### src/rtl/game_seq_ctrl.sv
// game_seq_ctrl: debounced select plus IDLE/PLAY/PAUSE/OVER game sequencer with step, BCD score, lives and speed (pause via GAME_PAUSE_EN)
module game_seq_ctrl #(
    parameter int DEB_CYCLES   = 1000000,
    parameter int LIVES        = 3,
    parameter int START_PERIOD = 30,
    parameter int MIN_PERIOD   = 4
) (
    input  logic       clk,
    input  logic       rst,
    input  logic       sel,
    input  logic       frame_tick,
    input  logic       point,
    input  logic       collision,
    output logic [1:0] state,
    output logic       step,
    output logic [7:0] score_bcd,
    output logic [2:0] lives,
    output logic [5:0] period,
    output logic       press
);
    localparam int cw = $clog2(DEB_CYCLES);
    typedef enum logic [1:0] {IDLE, PLAY, PAUSE, OVER} state_t;
    state_t st;
    logic s1, sel_s, sel_db, db_q;
    logic [cw-1:0] deb_cnt;
    logic [5:0] frame_cnt;
    assign state = st;
    always_ff @(posedge clk) begin
        if (rst) begin
            {s1, sel_s, sel_db, db_q, press} <= '0;
            deb_cnt <= '0;
        end else begin
            s1 <= sel;
            sel_s <= s1;
            db_q <= sel_db;
            press <= sel_db & ~db_q;
            if (sel_s == sel_db) deb_cnt <= '0;
            else if (deb_cnt == cw'(DEB_CYCLES - 1)) begin
                sel_db <= sel_s;
                deb_cnt <= '0;
            end else deb_cnt <= deb_cnt + 1'b1;
        end
    end
    always_ff @(posedge clk) begin
        if (rst) begin
            st <= IDLE;
            step <= 1'b0;
            score_bcd <= 8'h00;
            lives <= 3'(LIVES);
            period <= 6'(START_PERIOD);
            frame_cnt <= 6'd0;
        end else begin
            step <= 1'b0;
            case (st)
                IDLE: if (press) begin
                    st <= PLAY;
                    score_bcd <= 8'h00;
                    lives <= 3'(LIVES);
                    period <= 6'(START_PERIOD);
                    frame_cnt <= 6'd0;
                end
                PLAY: begin
                    if (frame_tick) begin
                        step <= frame_cnt == period - 6'd1;
                        frame_cnt <= (frame_cnt == period - 6'd1) ? 6'd0 : frame_cnt + 6'd1;
                    end
                    if (point && score_bcd != 8'h99) begin
                        score_bcd <= (score_bcd[3:0] == 4'd9) ? {score_bcd[7:4] + 4'd1, 4'd0} : score_bcd + 8'd1;
                        if (score_bcd[3:0] == 4'd9 && period != 6'(MIN_PERIOD)) period <= period - 6'd1;
                    end
                    if (collision) begin
                        lives <= lives - 3'd1;
                        if (lives == 3'd1) st <= OVER;
                    end
`ifdef GAME_PAUSE_EN
                    else if (press) st <= PAUSE;
`endif
                end
                PAUSE: if (press) st <= PLAY;
                OVER: if (press) st <= IDLE;
                default: st <= IDLE;
            endcase
        end
    end
endmodule

### config.mk
export PLATFORM = sky130hd
export DESIGN_NAME = game_seq_ctrl
export DESIGN_NICKNAME = d
export VERILOG_FILES = /design/src/rtl/game_seq_ctrl.sv
export SDC_FILE = /design/constraint.sdc
export NUM_CORES = 1
export LEC_CHECK = 0
export CAP_MARGIN = 10
export CORE_ASPECT_RATIO = 1.1
export CORE_MARGIN = 3
export CORE_UTILIZATION = 40
export DETAILED_ROUTE_END_ITERATION = 7
export MAX_ROUTING_LAYER = met4
export PLACE_DENSITY = 0.71
export SLEW_MARGIN = 20
export SYNTH_ARGS = -nofsm -noshare
export SYNTH_HDL_FRONTEND = slang
export SYNTH_SLANG_ARGS = --single-unit
export TNS_END_PERCENT = 100
### constraint.sdc
create_clock -name clk -period 2.1 [get_ports clk]
set_clock_uncertainty 0.2 [all_clocks]
set_input_delay 0.315 -clock clk [delete_from_list [all_inputs] [get_ports clk]]
set_output_delay 0.315 -clock clk [all_outputs]
set_load 0.02 [all_outputs]
==> out/metrics.yaml <==
status: "finished, final reports clean"
yosysMostFrequentCell: "dfxtp_1"
whs_ns: 0.198
syn-instance-count: 302
rsz0062_at_grt: "true"
cts_tree: "done"
max_cap_violations: 0
critical_path_class: "reg -> reg"
worstSkewPairLatency_ns: 0.30
die_h_um: 90.7
arrival_ns: 2.06
period_minus_slack_ns: 2.08
crit_path_end: "frame_cnt[4]"
antenna_cells: 0
via_per_inst: 5.31
gp_congestion: 0.823
fp.dieW_um: 83.0
cts_root_buffer: "clkbuf_8"
placedCellCount: 413
yosys.area_share.simple_pct: 27.2
worst_pin_slew_ns: 0.510
fillers: 594
p_sw_share_pct: 20.1
io_buffer_count: 26
cp_max_fo: 6
rows: 30
crit_path_end_kind: "flop"
hp-class: "reg -> reg"
critical_path.startpoint: "period[1]"
grt_pass1_wl_um: 9330
seqPwrFrac_pct: 56.2
drtIter0Drc: 79
hold_violations: 0
synth_top_family_by_area: "simple AND/OR/NAND/NOR gates"
cts_hold_buf: 0
grt_start_max_net_pins: 21
antenna_found_initial: 0
yosys.area_share.adder_pct: 4.80
synth_cell_type_count: 55
r2r_cells: 6
nNetsFinal: 358
cts_sinks: 51
synth-edff-count: 0
dieArea_um2: 7520
critPathLaunchType: "flop"
path_clk_slew_ns: 0.09
worstReg2RegStart: "period[1]"
synthTopCellsByCount: "dfxtp_1, nor2_1, nand2_1, xor2_1, nand3_1"
p_per_area_nw_per_um2: 525
ys_warn_count: 0
overflow: 0
netlist.area_leader.share_pct: 39.2
p_int_mw: 1.38
p_switching_uw: 347
layout_worst_path_cycle_share_pct: 98.9
rrSetupSlack_ns: 0.02
core_area_um2: 6230
timing.rr.end: "frame_cnt[4]"
initial_utilization_pct: 41.8
muxShareOfSynthArea_pct: 1.58
required_ns: 2.08
final_cells: 423
vdd_drop_max_mv: 0.502
grtUsageTotal_pct: 15.0
syn_nets: 318
min_path_cells: 1
async_flop_share_pct: 0
dr.pass1.iters: 5
synth_largest_area_cell: "dfxtp_1"
avgSynthCellArea_um2: 8.63
routed_wl_um: 5680
combinationalPowerShare_pct: 2.1
grt_pass1_vias: 2044
ys.flop_type: "dfxtp_1"
cts_buffers: 5
synth_compound_area_share_pct: 13.0
pwr-share-clk_pct: 41.7
wire_per_inst_um: 13.4
finalPower_mw: 1.72
ys_seq_area_share_pct: 39.2
vias: 2245
dp_hpwl_um: 3870
ant_nets: 0
synth_xor_area_share_pct: 10.1
htreeDepth: 2
route.detailed.drc: 0
place_area_um2: 3040
maxSlewHeadroom_pct: 65.9
io_pins: 27
setup_violations: 0
final_max_slew_viol_count: 0
synthTopCellsByArea: "dfxtp_1, xor2_1, nor2_1"
postLayoutCellArea_um2: 3280
drive_above_1_share_pct: 14.9
syn_to_final_growth_pct: 26.0
leakagePower_nw: 1.19
syn-cell-area_um2: 2610
clk_path_buf_depth: 2
max_freq_ghz: 0.482
synth_seq_cells: 51
[cell usage in the layout (no fill, tap or decap), types with 3 or more instances in the layout]
cell type and instances:
and3_1 7, xor2_1 17, dfxtp_2 4, clkdlybuf4s50_1 26
inv_1 14, dfxtp_1 46, nand2b_1 5, nand3b_1 3
nand3_1 17, nand2_1 27, nor3_1 4, nor2_1 39
clkbuf_8 6, o21ai_0 10, buf_4 15, xnor2_1 12
nor2b_1 5, nor4_1 3, a21o_1 5, ha_1 8
a21oi_1 15, o31ai_1 3
[stage by stage]
| step | setup TNS [ns] | setup slack (ns) | util (%) |
|---|---|---|---|
| finish | 0 | 0.0238 | 52.7 |
| global route | -0.216 | -0.0461 | 52.7 |
| CTS | 0 | 0.000673 | 50.7 |
| detailed placement | -0.0110 | -0.0110 | 48.7 |
| global placement | 0 | 0.0426 | 48.7 |
| floorplan | 0 | 0.0162 | - |
[power by group through the flow]
| stage | combinational (mW) | clock, mW | sequential [mW] |
|---|---|---|---|
| after floorplan | 0.0138 | 0 | 0.992 |
| after global placement | 0.0353 | 0 | 0.993 |
| after detailed placement | 0.0353 | 0 | 0.993 |
| after CTS | 0.0355 | 0.752 | 0.970 |
| after global routing | 0.0385 | 0.783 | 0.969 |
| final | 0.0356 | 0.718 | 0.968 |
[registers in the layout, summed over array words and instances, names as in the netlist, 2 cells and up]
signal,count
period,6
state,2
deb_cnt,20
frame_cnt,6
score_bcd,8
lives,3
[worst max-delay path, cell delays in order (launching register included)]
cell and delay [ns]:
dfxtp_2 0.39, inv_1 0.11, ha_4 0.30, xor2_2 0.20, o2111ai_4 0.21, o31ai_4 0.40
o211ai_1 0.15
[how the worst min path moves through the flow]
stage / endpoint / slack, ns / from
CTS: press / 0.19 / db_q
detailed placement: press / 0.17 / db_q
global route: press / 0.21 / db_q
finish: press / 0.20 / db_q
global placement: press / 0.18 / db_q
floorplan: press / 0.17 / db_q
[final cells by class]
type | count | area, um^2 | share of cell area, %
Clock buffer | 6 | 82.6 | 2.52
Clock inverter | 2 | 38.8 | 1.18
Inverter | 14 | 52.6 | 1.60
Multi-Input combinational cell | 228 | 1590 | 48.3
Sequential cell | 51 | 1030 | 31.4
Tap cell | 80 | 100 | 3.05
Timing Repair Buffer | 42 | 393 | 12.0
[layer usage]
| layer | track usage, % | wire length [um] |
|---|---|---|
| met1 | 18.7 | 2610 |
| met4 | 4.09 | 57 |
| met2 | 24.9 | 2860 |
| met5 | - | 0 |
| met3 | 3.10 | 156 |
[cell families after synthesis]
logic type | Yosys count
adder cells (fa/ha/maj) | 10
buffers and inverters | 24
XOR/XNOR | 30
flip-flops | 51
AND/OR/NAND/NOR | 134
multiplexers | 4
AO/OA/AOI/OAI | 49
[timing repair]
action | CTS | global route
setup endpoints to repair | 1 | 16
pin swaps | 1 | 2
resized for setup | 0 | 22
gates cloned | 0 | 1
buffers inserted | 0 | 1
(Power assumes the default switching activity.)
